**src/rtl/ctech_lib_en_ctl_pkg.sv**
```systemverilog
// ctech_lib_en_ctl_pkg: shared state encoding and counter sizing for the gated-enable controller
package ctech_lib_en_ctl_pkg;

    typedef enum logic [1:0] {
        OFF  = 2'd0,
        WAKE = 2'd1,
        ON   = 2'd2,
        HOLD = 2'd3
    } en_state_e;

    localparam int WAKE_CYC_MAX = 15;
    localparam int WAKE_W = $clog2(WAKE_CYC_MAX + 1);

endpackage

```
**src/rtl/ctech_lib_and.sv**
```systemverilog
// ctech_lib_and: two-input AND library cell
module ctech_lib_and (
    input  logic a,
    input  logic b,
    output logic y
);

    assign y = a & b;

endmodule

```
**src/rtl/ctech_lib_en_ctl_cnt.sv**
```systemverilog
// ctech_lib_en_ctl_cnt: loadable up/down counter that saturates at both ends
module ctech_lib_en_ctl_cnt #(
    parameter int W = 4
) (
    input  logic         clk,
    input  logic         rst,
    input  logic         load,
    input  logic [W-1:0] load_val,
    input  logic         inc,
    input  logic         dec,
    output logic [W-1:0] cnt
);

    // load wins over counting; counting stops at all-ones going up and zero going down
    always_ff @(posedge clk) begin
        if (rst) cnt <= '0;
        else if (load) cnt <= load_val;
        else if (inc && cnt != '1) cnt <= cnt + 1'b1;
        else if (dec && cnt != '0) cnt <= cnt - 1'b1;
    end

endmodule

```
**src/rtl/ctech_lib_and_en_ctl.sv**
```systemverilog
// ctech_lib_and_en_ctl: sequences a shared AND-gated enable domain with wake delay and idle hysteresis
module ctech_lib_and_en_ctl #(
    parameter int NUM_REQ  = 4,
    parameter int WAKE_CYC = 2,
    parameter int IDLE_W   = 8
) (
    input  logic               clk,
    input  logic               rst,
    input  logic [NUM_REQ-1:0] req,
    output logic [NUM_REQ-1:0] ack,
    input  logic [NUM_REQ-1:0] vld_i,
    output logic [NUM_REQ-1:0] vld_o,
    input  logic [IDLE_W-1:0]  idle_limit,
    input  logic               force_on,
    output logic               gate_en,
    output logic               busy
);

    import ctech_lib_en_ctl_pkg::*;

    en_state_e          state, next_state;
    logic [WAKE_W-1:0]  wake_cnt;
    logic [IDLE_W-1:0]  idle_cnt;
    logic               any_req;

    assign any_req = |req || force_on;

    // next-state: a started wake always completes; a request in HOLD beats the idle timeout
    always_comb begin
        next_state = state;
        unique case (state)
            OFF:  next_state = any_req ? WAKE : OFF;
            WAKE: next_state = wake_cnt != '0 ? WAKE : (any_req ? ON : HOLD);
            ON:   next_state = any_req ? ON : HOLD;
            HOLD: next_state = any_req ? ON : (idle_cnt >= idle_limit ? OFF : HOLD);
        endcase
    end

    // gate_en comes straight from a flop so the AND cells never see a glitch
    always_ff @(posedge clk) begin
        if (rst) begin
            state   <= OFF;
            gate_en <= 1'b0;
        end else begin
            state   <= next_state;
            gate_en <= next_state != OFF;
        end
    end

    ctech_lib_en_ctl_cnt #(.W(WAKE_W)) u_wake_cnt (
        .clk      (clk),
        .rst      (rst),
        .load     (state == OFF && any_req),
        .load_val (WAKE_W'(WAKE_CYC - 1)),
        .inc      (1'b0),
        .dec      (state == WAKE),
        .cnt      (wake_cnt)
    );

    ctech_lib_en_ctl_cnt #(.W(IDLE_W)) u_idle_cnt (
        .clk      (clk),
        .rst      (rst),
        .load     (next_state == HOLD && state != HOLD),
        .load_val ('0),
        .inc      (state == HOLD),
        .dec      (1'b0),
        .cnt      (idle_cnt)
    );

    assign ack  = req & {NUM_REQ{state == ON || state == HOLD}};
    assign busy = state != OFF;

    for (genvar i = 0; i < NUM_REQ; i++) begin : g_and
        ctech_lib_and u_and (
            .a (vld_i[i]),
            .b (gate_en),
            .y (vld_o[i])
        );
    end

endmodule

```
**config.mk**
```make
export PLATFORM = sky130hd
export DESIGN_NAME = ctech_lib_and_en_ctl
export DESIGN_NICKNAME = d
export VERILOG_FILES = /design/src/rtl/ctech_lib_en_ctl_pkg.sv /design/src/rtl/ctech_lib_and.sv /design/src/rtl/ctech_lib_en_ctl_cnt.sv /design/src/rtl/ctech_lib_and_en_ctl.sv
export SDC_FILE = /design/constraint.sdc
export NUM_CORES = 1
export LEC_CHECK = 0
export CAP_MARGIN = 40
export CORE_UTILIZATION = 40
export DETAILED_ROUTE_END_ITERATION = 8
export GPL_ROUTABILITY_DRIVEN = 0
export GPL_TIMING_DRIVEN = 1
export PLACE_DENSITY = 0.76
export SLEW_MARGIN = 20
export SYNTH_ARGS = -nofsm -noshare
export SYNTH_HDL_FRONTEND = slang
export SYNTH_SLANG_ARGS = --single-unit
```
**constraint.sdc**
```tcl
create_clock -name clk -period 2.65 [get_ports clk]
set_input_delay 0.265 -clock clk [delete_from_list [all_inputs] [get_ports clk]]
set_output_delay 0.265 -clock clk [all_outputs]
set_load 0.02 [all_outputs]
```
==> impl_metrics.xml, run 1 <==
<?xml version="1.0" encoding="UTF-8"?>
<metrics>
  <group name="routing">
    <metric name="vias_per_cell" unit="">5.25</metric>
    <metric name="ant_nets" unit="">0</metric>
    <metric name="route.final.wire_length" unit="um">2130</metric>
    <metric name="drt_pre_antenna_iters" unit="">4</metric>
    <metric name="detail_route.iter0.violations" unit="">13</metric>
    <metric name="drt_drc_violations_left" unit="">0</metric>
    <metric name="routed_vias" unit="">929</metric>
    <metric name="drt-wirelength-per-cell" unit="um">12.0</metric>
  </group>
  <group name="synth">
    <metric name="synth-seq-cells" unit="">15</metric>
    <metric name="syn-cell-area" unit="sq um">1050</metric>
    <metric name="postSynth.topFlopCell" unit="">sky130_fd_sc_hd__dfxtp_1</metric>
    <metric name="ys_types" unit="">39</metric>
    <metric name="yosys.area.top_type_share" unit="%">28.6</metric>
    <metric name="post_synth.cell_area_avg" unit="sq um">8.67</metric>
    <metric name="async_reset_ff_share" unit="%">0</metric>
    <metric name="leading_post_synthesis_cells_by_cell_area" unit="">sky130_fd_sc_hd__dfxtp_1 (29%), sky130_fd_sc_hd__ha_1 (12%), sky130_fd_sc_hd__and2_1 (5.4%)</metric>
    <metric name="synth_sequential_area_ratio" unit="%">28.6</metric>
    <metric name="synth_edf_count" unit="">0</metric>
    <metric name="ys.warnings.count" unit="">0</metric>
    <metric name="syn-num-nets" unit="">150</metric>
    <metric name="synth_top_cell_by_area" unit="">sky130_fd_sc_hd__dfxtp_1</metric>
    <metric name="post_synth_inst_count" unit="">121</metric>
  </group>
  <group name="die">
    <metric name="die_x" unit="um">53.2</metric>
    <metric name="fp-row-count" unit="">18</metric>
    <metric name="dieArea" unit="sq um">2830</metric>
    <metric name="core-area" unit="sq um">2480</metric>
    <metric name="die_height" unit="um">53.2</metric>
    <metric name="starting_density_of_the_core" unit="%">42.3</metric>
    <metric name="io_pins" unit="">29</metric>
  </group>
  <group name="timing">
    <metric name="worst_pin_slew" unit="ps">345</metric>
    <metric name="report.final.setup_viol" unit="">0</metric>
    <metric name="finalMaxSlewViolations" unit="">0</metric>
    <metric name="worst_clock_skew" unit="ps">3.97</metric>
    <metric name="slew_headroom" unit="%">76.4</metric>
    <metric name="max_freq" unit="MHz">517</metric>
    <metric name="min_period" unit="ps">1940</metric>
    <metric name="finalSetupTns" unit="ps">0</metric>
    <metric name="rsz0062_at_grt" unit="">false</metric>
    <metric name="timing.final.crit_share" unit="%">73.0</metric>
    <metric name="post-route-worst-setup-slack" unit="ps">714</metric>
    <metric name="finalHoldViolations" unit="">0</metric>
  </group>
  <group name="place">
    <metric name="pre_cts_ws" unit="ps">525</metric>
    <metric name="port_buffers" unit="">28</metric>
    <metric name="placed_cells" unit="">173</metric>
    <metric name="place_hpwl" unit="um">1770</metric>
  </group>
  <group name="job">
    <metric name="maxCapViolCount" unit="">0</metric>
  </group>
  <group name="grt">
    <metric name="grt_pass1_vias" unit="">875</metric>
    <metric name="initial_antenna_violation_count" unit="">0</metric>
    <metric name="track_usage" unit="%">16.8</metric>
    <metric name="grt_max_degree" unit="">13</metric>
    <metric name="globalRouteOverflowTotal" unit="">0</metric>
    <metric name="grt_first_pass_wirelength" unit="um">3460</metric>
  </group>
  <group name="worst_setup_path">
    <metric name="crit_arrival" unit="ps">1670</metric>
    <metric name="worstSetupStartpointType" unit="">input pin</metric>
    <metric name="worst_ep_required_time" unit="ps">2380</metric>
    <metric name="end_kind" unit="">output pin</metric>
    <metric name="crit_type" unit="">in2out</metric>
    <metric name="path_max_fanout" unit="">4</metric>
  </group>
  <group name="final_layout">
    <metric name="finalNetCount" unit="">177</metric>
    <metric name="layoutNonFillerInstCount" unit="">177</metric>
    <metric name="area_growth" unit="%">28.6</metric>
    <metric name="layout.cells.most_common" unit="">sky130_fd_sc_hd__clkdlybuf4s50_1</metric>
    <metric name="postLayoutCoreUtil" unit="%">54.4</metric>
    <metric name="antenna_cells" unit="">0</metric>
    <metric name="final_layout_size_suffix_gt1_share" unit="%">8.16</metric>
    <metric name="most-common-layout-cells" unit="">sky130_fd_sc_hd__clkdlybuf4s50_1 (28), sky130_fd_sc_hd__inv_1 (15), sky130_fd_sc_hd__dfxtp_1 (15), sky130_fd_sc_hd__ha_1 (10)</metric>
  </group>
  <group name="cts">
    <metric name="tritoncts" unit="">built</metric>
    <metric name="clock-sinks" unit="">15</metric>
    <metric name="clk-insertion-delay-late" unit="ps">280</metric>
    <metric name="clock_tree.htree_level_count" unit="">1</metric>
    <metric name="clk_path_buf_depth" unit="">2</metric>
    <metric name="cts_resized" unit="">0</metric>
    <metric name="post_cts_buffers" unit="">0</metric>
    <metric name="cts.hold.buffers_added" unit="">0</metric>
    <metric name="clk_root_buffer_cell" unit="">sky130_fd_sc_hd__clkbuf_4</metric>
    <metric name="numCtsBuffers" unit="">3</metric>
    <metric name="clk_pin_slew" unit="ps">90</metric>
  </group>
  <group name="hold_path">
    <metric name="min_path_type" unit="">reg2reg</metric>
  </group>
  <group name="pwr">
    <metric name="max-vdd-ir-drop" unit="V">0.000304</metric>
    <metric name="finalPower" unit="uW">594</metric>
    <metric name="p_per_area" unit="nW/um^2">440</metric>
    <metric name="power_leakage" unit="uW">0.000582</metric>
  </group>
  <group name="run_status">
    <metric name="status" unit="">finished clean</metric>
  </group>
</metrics>
## cell families (layout without fill, tap and decap cells)
family / count (synthesis) / after routing / share of synthesized area (%)
mux: 4 / 4 / 3.82
flops: 15 / 15 / 28.6
simple gates: 43 / 43 / 24.8
buf+inv: 21 / 47 / 9.67
fa+ha+maj: 10 / 10 / 11.9
compound gates: 22 / 22 / 16.1
xor+xnor: 6 / 6 / 5.01
## stage by stage
step,hold WS [ps],cell area [sq um]
2_1_floorplan,334,1050
3_3_place_gp,502,1320
3_5_place_dp,511,1320
4_1_cts,533,1350
5_1_grt,583,1350
6_report,531,1350
## path summary, 6_finish.rpt
| check | startpoint | endpoint | slack, ps | depth (start not counted) |
|---|---|---|---|---|
| hold reg to reg | u_idle_cnt.cnt[5] | u_idle_cnt.cnt[5] | 530 | 2 |
| setup reg to reg | u_idle_cnt.cnt[0] | state[1] | 820 | 6 |
| hold / removal | u_idle_cnt.cnt[5] | u_idle_cnt.cnt[5] | 530 | 2 |
| setup / recovery | req[0] | ack[0] | 710 | 3 |
## critical path: stages
cell and delay (ps):
sky130_fd_sc_hd__clkdlybuf4s50_1 630, sky130_fd_sc_hd__and2_1 180, sky130_fd_sc_hd__clkdlybuf4s50_1 590
## Yosys cell counts (3+ instances only)
library cell,number
sky130_fd_sc_hd__inv_1,15
sky130_fd_sc_hd__dfxtp_1,15
sky130_fd_sc_hd__nand2_1,4
sky130_fd_sc_hd__ha_1,10
sky130_fd_sc_hd__a211oi_1,3
sky130_fd_sc_hd__and2_1,9
sky130_fd_sc_hd__nor3_1,3
sky130_fd_sc_hd__buf_4,4
sky130_fd_sc_hd__mux2i_1,4
sky130_fd_sc_hd__xor2_1,4
sky130_fd_sc_hd__nand3_1,4
sky130_fd_sc_hd__a221oi_1,3
sky130_fd_sc_hd__nor2_1,9
sky130_fd_sc_hd__a21oi_1,3
## per-layer routing
layer | wire (um) | global-route usage [%] | part of all wire (%)
met1 | 946 | 18.2 | 44
met2 | 1030 | 31.9 | 49
met3 | 126 | 3.16 | 5.9
met4 | 20 | 5.26 | 0.94
met5 | 0 | 0 | 0
## state kept, by name, indices dropped and copies added, names as in the netlist
signal / cells
u_idle_cnt.cnt: 8
gate_en: 1
state: 2
u_wake_cnt.cnt: 4
## layout make-up
type / instances / area, sq um
tap: 30 / 37.5
sequential: 15 / 300
timing repair buffer: 28 / 280
inverter: 15 / 56.3
fill: 244 / 1130
clock buffer: 3 / 22.5
clock inverter: 1 / 5.00
multi-input combinational: 85 / 647
## power by group
part | switching [uW] | internal [uW]
registers | 23.6 | 241
logic | 92.0 | 106
clock network | 74.6 | 56.0
No activity file was read; power rests on OpenSTA's default activity.
==> inputs of run 2 (changes only) <==
- PLACE_DENSITY: 0.76 -> 0.78
- clock period: 2.65 -> 1.55 ns (I/O delays scaled with it)
==> impl_metrics.xml, run 2 (synthesized netlist as in run 1, its figures left out) <==
<?xml version="1.0" encoding="UTF-8"?>
<metrics>
  <group name="cts">
    <metric name="clk_pin_slew" unit="ps">100</metric>
    <metric name="clock_tree.htree_level_count" unit="">1</metric>
    <metric name="clock-sinks" unit="">15</metric>
    <metric name="clk-insertion-delay-late" unit="ps">280</metric>
    <metric name="numCtsBuffers" unit="">3</metric>
    <metric name="clk_path_buf_depth" unit="">2</metric>
    <metric name="tritoncts" unit="">built</metric>
    <metric name="clk_root_buffer_cell" unit="">sky130_fd_sc_hd__clkbuf_4</metric>
  </group>
  <group name="timing">
    <metric name="min_period" unit="ps">1540</metric>
    <metric name="worst_pin_slew" unit="ps">363</metric>
    <metric name="slew_headroom" unit="%">75.6</metric>
    <metric name="timing.final.crit_share" unit="%">99.3</metric>
    <metric name="finalMaxSlewViolations" unit="">0</metric>
    <metric name="rsz0062_at_grt" unit="">true</metric>
    <metric name="worst_clock_skew" unit="ps">8.71</metric>
    <metric name="report.final.setup_viol" unit="">0</metric>
    <metric name="hold_slack" unit="ps">527</metric>
    <metric name="finalHoldViolations" unit="">0</metric>
    <metric name="max_freq" unit="MHz">650</metric>
    <metric name="finalSetupTns" unit="ps">0</metric>
  </group>
  <group name="grt">
    <metric name="initial_antenna_violation_count" unit="">0</metric>
    <metric name="globalRouteOverflowTotal" unit="">0</metric>
    <metric name="grt_pass1_vias" unit="">954</metric>
    <metric name="grt_first_pass_wirelength" unit="um">3930</metric>
    <metric name="grt_max_degree" unit="">10</metric>
    <metric name="track_usage" unit="%">18.8</metric>
  </group>
  <group name="final_layout">
    <metric name="largest_register_ff_count" unit="">8</metric>
    <metric name="layoutNonFillerInstCount" unit="">195</metric>
    <metric name="layout.cells.most_common" unit="">sky130_fd_sc_hd__clkdlybuf4s50_1</metric>
    <metric name="largestRegisters" unit="">u_idle_cnt.cnt (8), u_wake_cnt.cnt (4), state (2)</metric>
    <metric name="largest_register" unit="">u_idle_cnt.cnt</metric>
    <metric name="area_growth" unit="%">54.2</metric>
    <metric name="most-common-layout-cells" unit="">sky130_fd_sc_hd__clkdlybuf4s50_1 (19), sky130_fd_sc_hd__buf_4 (18), sky130_fd_sc_hd__inv_1 (12), sky130_fd_sc_hd__dlygate4sd2_1 (9)</metric>
    <metric name="antenna_cells" unit="">0</metric>
    <metric name="finalNetCount" unit="">195</metric>
    <metric name="final_layout_size_suffix_gt1_share" unit="%">33.9</metric>
    <metric name="postLayoutCoreUtil" unit="%">65.3</metric>
  </group>
  <group name="run_status">
    <metric name="status" unit="">finished clean</metric>
  </group>
  <group name="worst_setup_path">
    <metric name="path_max_fanout" unit="">4</metric>
    <metric name="crit_arrival" unit="ps">1710</metric>
    <metric name="worst_ep_required_time" unit="ps">1730</metric>
    <metric name="end_kind" unit="">register</metric>
    <metric name="crit_type" unit="">reg2reg</metric>
    <metric name="worstSetupStartpointType" unit="">register</metric>
  </group>
  <group name="routing">
    <metric name="drt_pre_antenna_iters" unit="">5</metric>
    <metric name="drt-wirelength-per-cell" unit="um">12.4</metric>
    <metric name="vias_per_cell" unit="">5.25</metric>
    <metric name="routed_vias" unit="">1023</metric>
    <metric name="drt_drc_violations_left" unit="">0</metric>
    <metric name="detail_route.iter0.violations" unit="">23</metric>
    <metric name="route.final.wire_length" unit="um">2410</metric>
    <metric name="ant_nets" unit="">0</metric>
  </group>
  <group name="place">
    <metric name="placed_cells" unit="">190</metric>
    <metric name="place_hpwl" unit="um">1910</metric>
    <metric name="port_buffers" unit="">28</metric>
  </group>
  <group name="die">
    <metric name="fp-row-count" unit="">18</metric>
    <metric name="core-area" unit="sq um">2480</metric>
    <metric name="die_height" unit="um">53.2</metric>
    <metric name="dieArea" unit="sq um">2830</metric>
    <metric name="starting_density_of_the_core" unit="%">42.3</metric>
    <metric name="die_x" unit="um">53.2</metric>
    <metric name="io_pins" unit="">29</metric>
  </group>
  <group name="job">
    <metric name="maxCapViolCount" unit="">0</metric>
  </group>
  <group name="pwr">
    <metric name="max-vdd-ir-drop" unit="V">0.000496</metric>
    <metric name="power_leakage" unit="uW">0.000719</metric>
    <metric name="p_per_area" unit="nW/um^2">700</metric>
  </group>
  <group name="hold_path">
    <metric name="min_path_type" unit="">reg2reg</metric>
  </group>
</metrics>
-- run 2: cell types whose count changed in the layout (fill, tap and decap cells not counted), sizes merged --
cell / before / now
buf: 0 / 18
clkbuf: 3 / 4
clkdlybuf4s50: 28 / 19
clkinv: 1 / 0
dlygate4sd2: 0 / 9
-- run 2: final timing paths --
kind,startpoint,endpoint,slack (ps),cells past startpoint
worst min register to register,u_idle_cnt.cnt[5],u_idle_cnt.cnt[5],530,2
worst max-delay path,u_idle_cnt.cnt[0],u_idle_cnt.cnt[3],10,6
worst min-delay path,u_idle_cnt.cnt[5],u_idle_cnt.cnt[5],530,2
worst max register to register,u_idle_cnt.cnt[0],u_idle_cnt.cnt[3],10,6
-- run 2: final cells by class --
cell class,instances,area [sq um]
Timing Repair Buffer,46,404
Clock buffer,4,26.3
Fill cell,205,861
Tap cell,30,37.5
Multi-Input combinational cell,85,783
Inverter,15,56.3
Sequential cell,15,309
-- run 2: through the flow --
stage | cell area (sq um) | power [uW] | setup slack (ps)
after floorplan | 1060 | 695 | 0.999
after detailed placement | 1460 | 878 | -468
final | 1620 | 1130 | 10.7
after CTS | 1560 | 1120 | -3.09
after global routing | 1620 | 1220 | -125
after global placement | 1460 | 866 | -396
-- run 2: power by group --
part | internal [uW] | switching [uW] | total [uW]
registers | 416 | 29.7 | 446
clock network | 99.7 | 126 | 225
logic | 253 | 207 | 460
total | 769 | 363 | 1130
-- run 2: routing by layer --
layer,track usage (%),wire [um]
met2,35.0,1170
met1,20.0,1060
met3,3.74,136
met5,0,0
met4,7.89,47
-- run 2: critical path, cell delays in order, from the launching register on --
cell                       delay, ps
sky130_fd_sc_hd__dfxtp_2         350
sky130_fd_sc_hd__buf_4           110
sky130_fd_sc_hd__ha_1            210
sky130_fd_sc_hd__nand3_1         180
sky130_fd_sc_hd__o211ai_1        310
sky130_fd_sc_hd__xor2_1          190
sky130_fd_sc_hd__nor2_1           80
-- run 2: timing repair --
| action | in CTS | in global routing |
|---|---|---|
| endpoints found under the setup margin | 21 | 13 |
| pin swaps | 10 | 13 |
| setup buffers | 1 | 0 |
| hold buffers | 0 | 0 |
| resized for setup | 26 | 10 |
